## src/rtl/vga_timing_if.sv

```systemverilog
// Output bundle of the VGA timing generator: sync, display enable, coordinates
// and line/frame strobes. The r/g/b test-pattern channels exist only when
// VGA_TEST_PATTERN_EN is defined.
interface vga_timing_if #(
  parameter int unsigned CNT_W = 10
);

  logic             hsync;
  logic             vsync;
  logic             de;
  logic [CNT_W-1:0] x;
  logic [CNT_W-1:0] y;
  logic             line_start;
  logic             frame_start;
`ifdef VGA_TEST_PATTERN_EN
  logic [4:0]       r;
  logic [5:0]       g;
  logic [4:0]       b;
`endif

`ifdef VGA_TEST_PATTERN_EN
  modport master (
    output hsync, vsync, de, x, y, line_start, frame_start, r, g, b
  );
  modport slave (
    input  hsync, vsync, de, x, y, line_start, frame_start, r, g, b
  );
`else
  modport master (
    output hsync, vsync, de, x, y, line_start, frame_start
  );
  modport slave (
    input  hsync, vsync, de, x, y, line_start, frame_start
  );
`endif

endinterface

```

## src/rtl/vga_timing_gen.sv

```systemverilog
// Pixel-timing generator for raster displays (default 640x480@60, 800x525 total).
// Free-running h/v counters; every output is registered one stage after the
// counters, so outputs at a clock edge describe the counter pair held before it.
// Optional macro VGA_TEST_PATTERN_EN adds an 8-bar RGB565 colour-bar pattern.
module vga_timing_gen #(
  parameter int unsigned H_ACTIVE = 640,
  parameter int unsigned H_FP     = 16,
  parameter int unsigned H_SYNC   = 96,
  parameter int unsigned H_BP     = 48,
  parameter int unsigned V_ACTIVE = 480,
  parameter int unsigned V_FP     = 10,
  parameter int unsigned V_SYNC   = 2,
  parameter int unsigned V_BP     = 33,
  parameter bit          HS_POL   = 1'b0,
  parameter bit          VS_POL   = 1'b0,
  parameter int unsigned CNT_W    = 10
) (
  input  logic         clk,
  input  logic         rst_n,
  vga_timing_if.master vga_o
);

  localparam int unsigned H_TOTAL = H_ACTIVE + H_FP + H_SYNC + H_BP;
  localparam int unsigned V_TOTAL = V_ACTIVE + V_FP + V_SYNC + V_BP;

  // Region boundaries pre-cast to counter width so all compares are same-width.
  localparam logic [CNT_W-1:0] HMax     = CNT_W'(H_TOTAL - 1);
  localparam logic [CNT_W-1:0] VMax     = CNT_W'(V_TOTAL - 1);
  localparam logic [CNT_W-1:0] HActive  = CNT_W'(H_ACTIVE);
  localparam logic [CNT_W-1:0] VActive  = CNT_W'(V_ACTIVE);
  localparam logic [CNT_W-1:0] HsStart  = CNT_W'(H_ACTIVE + H_FP);
  localparam logic [CNT_W-1:0] HsEnd    = CNT_W'(H_ACTIVE + H_FP + H_SYNC);
  localparam logic [CNT_W-1:0] VsStart  = CNT_W'(V_ACTIVE + V_FP);
  localparam logic [CNT_W-1:0] VsEnd    = CNT_W'(V_ACTIVE + V_FP + V_SYNC);

  logic [CNT_W-1:0] h_q, h_d;
  logic [CNT_W-1:0] v_q, v_d;

  logic             hsync_q, hsync_d;
  logic             vsync_q, vsync_d;
  logic             de_q, de_d;
  logic [CNT_W-1:0] x_q;
  logic [CNT_W-1:0] y_q;
  logic             line_start_q, line_start_d;
  logic             frame_start_q, frame_start_d;

  // Counter next state: h wraps at H_TOTAL-1, v steps on h wrap and wraps at V_TOTAL-1.
  always_comb begin
    h_d = h_q + 1'b1;
    v_d = v_q;
    if (h_q == HMax) begin
      h_d = '0;
      if (v_q == VMax) begin
        v_d = '0;
      end else begin
        v_d = v_q + 1'b1;
      end
    end
  end

  // Counter state.
  always_ff @(posedge clk or negedge rst_n) begin
    if (!rst_n) begin
      h_q <= '0;
      v_q <= '0;
    end else begin
      h_q <= h_d;
      v_q <= v_d;
    end
  end

  // Decode the current counter pair into the next registered output values.
  always_comb begin
    de_d          = (h_q < HActive) && (v_q < VActive);
    hsync_d       = ((h_q >= HsStart) && (h_q < HsEnd)) ? HS_POL : ~HS_POL;
    // v only changes at h==0, so vsync is inherently line-aligned.
    vsync_d       = ((v_q >= VsStart) && (v_q < VsEnd)) ? VS_POL : ~VS_POL;
    line_start_d  = (h_q == '0);
    frame_start_d = (h_q == '0) && (v_q == '0);
  end

  // Output stage: one clock behind the counters.
  always_ff @(posedge clk or negedge rst_n) begin
    if (!rst_n) begin
      hsync_q       <= ~HS_POL;
      vsync_q       <= ~VS_POL;
      de_q          <= 1'b0;
      x_q           <= '0;
      y_q           <= '0;
      line_start_q  <= 1'b0;
      frame_start_q <= 1'b0;
    end else begin
      hsync_q       <= hsync_d;
      vsync_q       <= vsync_d;
      de_q          <= de_d;
      x_q           <= h_q;
      y_q           <= v_q;
      line_start_q  <= line_start_d;
      frame_start_q <= frame_start_d;
    end
  end

  assign vga_o.hsync       = hsync_q;
  assign vga_o.vsync       = vsync_q;
  assign vga_o.de          = de_q;
  assign vga_o.x           = x_q;
  assign vga_o.y           = y_q;
  assign vga_o.line_start  = line_start_q;
  assign vga_o.frame_start = frame_start_q;

`ifdef VGA_TEST_PATTERN_EN
  localparam int unsigned BAR_W = H_ACTIVE / 8;

  logic [2:0] bar_idx;
  logic [4:0] r_q, r_d;
  logic [5:0] g_q, g_d;
  logic [4:0] b_q, b_d;

  // Bar index by comparing h against constant bar edges; no divider needed.
  always_comb begin
    bar_idx = '0;
    for (int k = 1; k < 8; k++) begin
      if (h_q >= CNT_W'(k * BAR_W)) begin
        bar_idx = 3'(k);
      end
    end
  end

  // Bar colours: white, yellow, cyan, green, magenta, red, blue, black; blank outside de.
  always_comb begin
    r_d = '0;
    g_d = '0;
    b_d = '0;
    if (de_d) begin
      case (bar_idx)
        3'd0:    begin r_d = '1; g_d = '1; b_d = '1; end
        3'd1:    begin r_d = '1; g_d = '1; b_d = '0; end
        3'd2:    begin r_d = '0; g_d = '1; b_d = '1; end
        3'd3:    begin r_d = '0; g_d = '1; b_d = '0; end
        3'd4:    begin r_d = '1; g_d = '0; b_d = '1; end
        3'd5:    begin r_d = '1; g_d = '0; b_d = '0; end
        3'd6:    begin r_d = '0; g_d = '0; b_d = '1; end
        default: begin r_d = '0; g_d = '0; b_d = '0; end
      endcase
    end
  end

  // Colour registers share the output stage with de.
  always_ff @(posedge clk or negedge rst_n) begin
    if (!rst_n) begin
      r_q <= '0;
      g_q <= '0;
      b_q <= '0;
    end else begin
      r_q <= r_d;
      g_q <= g_d;
      b_q <= b_d;
    end
  end

  assign vga_o.r = r_q;
  assign vga_o.g = g_q;
  assign vga_o.b = b_q;
`endif

endmodule

```

## src/flat_wrapper.sv

```systemverilog
// flat-port wrapper written by rule: the top's interface ports become plain ports
module vga_timing_gen_flat 
#(
  parameter int unsigned H_ACTIVE = 640,
  parameter int unsigned H_FP     = 16,
  parameter int unsigned H_SYNC   = 96,
  parameter int unsigned H_BP     = 48,
  parameter int unsigned V_ACTIVE = 480,
  parameter int unsigned V_FP     = 10,
  parameter int unsigned V_SYNC   = 2,
  parameter int unsigned V_BP     = 33,
  parameter bit          HS_POL   = 1'b0,
  parameter bit          VS_POL   = 1'b0,
  parameter int unsigned CNT_W    = 10
)
  (clk, rst_n, vga_o_hsync, vga_o_vsync, vga_o_de, vga_o_x, vga_o_y, vga_o_line_start, vga_o_frame_start);
  vga_timing_if #(.CNT_W(CNT_W)) vga_o_i ();
  input  logic clk;
  input  logic rst_n;
  output wire logic [$bits(vga_o_i.hsync)-1:0] vga_o_hsync;
  output wire logic [$bits(vga_o_i.vsync)-1:0] vga_o_vsync;
  output wire logic [$bits(vga_o_i.de)-1:0] vga_o_de;
  output wire logic [$bits(vga_o_i.x)-1:0] vga_o_x;
  output wire logic [$bits(vga_o_i.y)-1:0] vga_o_y;
  output wire logic [$bits(vga_o_i.line_start)-1:0] vga_o_line_start;
  output wire logic [$bits(vga_o_i.frame_start)-1:0] vga_o_frame_start;
  assign vga_o_hsync = vga_o_i.hsync;
  assign vga_o_vsync = vga_o_i.vsync;
  assign vga_o_de = vga_o_i.de;
  assign vga_o_x = vga_o_i.x;
  assign vga_o_y = vga_o_i.y;
  assign vga_o_line_start = vga_o_i.line_start;
  assign vga_o_frame_start = vga_o_i.frame_start;
  vga_timing_gen #(.H_ACTIVE(H_ACTIVE), .H_FP(H_FP), .H_SYNC(H_SYNC), .H_BP(H_BP), .V_ACTIVE(V_ACTIVE), .V_FP(V_FP), .V_SYNC(V_SYNC), .V_BP(V_BP), .HS_POL(HS_POL), .VS_POL(VS_POL), .CNT_W(CNT_W)) u_core (.clk(clk), .rst_n(rst_n), .vga_o(vga_o_i));
endmodule
```

## config.mk

```make
export PLATFORM = sky130hd
export DESIGN_NAME = vga_timing_gen_flat
export DESIGN_NICKNAME = d
export VERILOG_FILES = /design/src/rtl/vga_timing_if.sv /design/src/rtl/vga_timing_gen.sv /design/src/flat_wrapper.sv
export SDC_FILE = /design/constraint.sdc
export NUM_CORES = 1
export LEC_CHECK = 0
export CORE_AREA = 2 2 61 63
export DETAILED_ROUTE_END_ITERATION = 12
export DIE_AREA = 0 0 63 65
export PLACE_DENSITY = 0.76
export SLEW_MARGIN = 20
export SYNTH_ARGS = -nofsm -noshare
export SYNTH_HDL_FRONTEND = slang
export SYNTH_SLANG_ARGS = --single-unit
```

## constraint.sdc

```tcl
create_clock -name clk -period 3.1 [get_ports clk]
set_clock_uncertainty 0.05 [all_clocks]
set_input_delay 0.62 -clock clk [delete_from_list [all_inputs] [get_ports clk]]
set_output_delay 0.62 -clock clk [all_outputs]
set_load 0.03 [all_outputs]
```

==> impl_metrics.csv <==
group,metric,value,unit
sta,layout_min_cycle_time,2389,ps
global_route,grt_max_degree,46,
logic_synthesis,synth_top_area_share,0.6223,
sta,finalSetupTns,0,ps
sta,tightest_slew,926.1,ps
sta,post-route-period-util,0.7706,
route,drt_iter0_drc,47,
logic_synthesis,synth_warnings,0,
outcome,status,"finished clean",
power_and_ir_drop,vdd_drop_max,225.6,uV
sta,rsz0062_at_grt,"false",
critical_path,crit_type,"reg2reg",
logic_synthesis,ys_top_cells_by_area,"dfrtp_1, dfstp_2, xor2_1, ha_1, nor2_1",
hold_path,hp-class,"in2async",
critical_path,critPathMaxFanout,8,
cts,cts_resized,0,
floorplan,core,3496,sq um
placed_design,dp.final_hpwl,2.155,mm
sta,max_freq,0.4186,GHz
power_and_ir_drop,p_leak,0.9565,nW
cts,cts_buffers,5,
cts,cts_num_sinks,45,
global_route,grt_pass1_wl,5.278,mm
layout,fin_area,2137,sq um
layout,seq_area,1129,sq um
logic_synthesis,ys_ff_latch,45,
layout,fill_cells,278,
route,firstDrtPassIters,4,
sta,hold_violations,0,
critical_path,crit_path_end_kind,"register",
logic_synthesis,synthesis.area,1729,sq um
cts,post_cts_buffers,0,
floorplan,die_area,4095,sq um
logic_synthesis,syn_nets,149,
layout,post-route-util,0.6113,
floorplan,initial_core_util,0.4946,
route,ant_nets,0,
route,post-route-drc-count,0,
logic_synthesis,muxShareOfSynthArea,0,
placed_design,dpl_worst_slack,742.8,ps
sta,drv_slew,0,
critical_path,cp_data_required_time,3300,ps
sta,layout_setup_ws,711.3,ps
global_route,antenna_found_initial,0,
logic_synthesis,ys.flop_type,"dfrtp_1",
layout,antenna_cells,0,
global_route,grt_pass1_vias,1149,
layout,fin_nets,180,
logic_synthesis,synth_xor_area_frac,0.05065,
route,vias,1195,
placed_design,place_area,2034,sq um
logic_synthesis,synth-compound-area-share,0.06802,
logic_synthesis,synth-simple-area-share,0.1787,
cts,clock_latency,350,ps
cts,cts-htree-levels,2,
route,routed_via_density,5.359,
floorplan,ioPinCount,27,
layout,syn_to_final_growth,23.59,%
floorplan,num_rows,22,
cts,clockRootBuffer,"clkbuf_4",
sta,max_slew_margin,0.3826,
sta,finalSetupViolCount,0,
run,maxCapViolCount,0,
power_and_ir_drop,p_per_area,480.2,nW/um^2
placed_design,routabilityCongestion,0.8692,
critical_path,worst_setup_path_start_kind,"register",
critical_path,cp.arrival,2590,ps
cts,cts_buffer_depth,2,
layout,layout-drive-gt1-share,0.08571,
sta,whs,334.9,ps
logic_synthesis,synth_area_leader_cell,"dfrtp_1",
logic_synthesis,ys_async_sr_fraction,1.000,
global_route,overflow,0,
logic_synthesis,syn_inst,143,
layout,multi_input_area,564.3,sq um
cts,holdBufCountCts,0,
cts,cts_tree,"built",
logic_synthesis,synth_seq_area_share,0.6527,
cts,clkTransAtPathRegs,120,ps
global_route,grt_usage,0.1703,
route,wl_per_cell,13.84,um
logic_synthesis,synth_top_family_by_area,"simple AND/OR/NAND/NOR gates",
logic_synthesis,synth_edf_count,0,
logic_synthesis,synthAdderAreaFrac,0.02894,
floorplan,die_w,63,um
floorplan,die_h,65,um
placed_design,port_buffers,26,
logic_synthesis,syn_avg_cell_area,12.09,sq um
logic_synthesis,yosysUniqueCellTypes,36,
route,routed_wl,3.086,mm
[cell type report]
cell class	count	area share
Clock inverter	3	0.03044
Sequential cell	45	0.5281
Inverter	7	0.01230
Multi-Input combinational cell	89	0.2641
Timing Repair Buffer	26	0.1194
Clock buffer	5	0.01756
Tap cell	48	0.02810
[cells by family after synthesis]
| family | Yosys count |
|---|---|
| AO/OA/AOI/OAI | 18 |
| XOR/XNOR | 10 |
| adder cells (fa/ha/maj) | 4 |
| buffers and inverters | 9 |
| flip-flops | 45 |
| AND/OR/NAND/NOR | 57 |
[report_power, final]
group          internal, mW  total (mW)  switching, mW
registers             0.587       0.587              0
logic              0.000457      0.0106         0.0102
clock network         0.250       0.429          0.179
[Yosys cell counts (3+ instances only)]
| library cell | n |
|---|---|
| nor2_1 | 13 |
| or4_1 | 3 |
| ha_1 | 4 |
| nand2_1 | 10 |
| dfrtp_1 | 43 |
| nand4_1 | 6 |
| xor2_1 | 6 |
| nor3_1 | 4 |
| o31ai_1 | 3 |
| xnor2_1 | 4 |
| inv_1 | 7 |
| nand3_1 | 6 |
| o21ai_0 | 7 |
[flip-flops by register name (all words and copies together) (netlist names)]
name	flops
u_core.h_q	10
u_core.vga_o.line_start	1
u_core.vga_o.vsync	1
u_core.vga_o.x	10
u_core.vga_o.frame_start	1
u_core.vga_o.y	10
u_core.vga_o.hsync	1
u_core.v_q	10
u_core.vga_o.de	1
[per-stage QoR]
stage | total power [mW] | instances
finish | 1.026 | 223
global route | 1.064 | 223
CTS | 1.039 | 223
detailed placement | 0.6099 | 215
global placement | 0.6095 | 215
floorplan | 0.5983 | 143
[layout by cell type, fill, tap and decap left out, drive strengths merged, types with 2 or more instances in the layout]
cell type	instances
nand3	6
nor4	2
or4	3
and3	2
nand2	10
inv	7
clkdlybuf4s50	25
xor2	6
bufinv	2
dfstp	2
dfrtp	43
ha	4
o31ai	3
nor3	4
nor2	13
o21ai	7
xnor2	4
clkbuf	5
or3	3
nand4	6
[layer usage]
metal  wire [um]  global-route usage
met1        1313              0.2157
met3         171             0.05556
met5           0                   0
met2        1491              0.2513
met4         110              0.1111
[worst max-delay path, stage by stage, from the launching register on]
cell	delay, ps
dfrtp_1	480
or4b_4	600
nor3_1	610
a21boi_0	190
a311o_1	340
[path summary, 6_finish.rpt]
kind	startpoint	endpoint	slack, ps	cells past startpoint
setup / recovery	u_core.h_q[5]	u_core.v_q[3]	710	4
max in group asynchronous	rst_n	u_core.v_q[1]	2080	1
hold reg to reg	u_core.v_q[8]	u_core.vga_o.y[8]	440	0
min in group clk	u_core.v_q[8]	u_core.vga_o.y[8]	440	0
setup reg to reg	u_core.h_q[5]	u_core.v_q[3]	710	4
hold / removal	rst_n	u_core.v_q[8]	330	1
No activity file was read; power rests on OpenSTA's default activity.
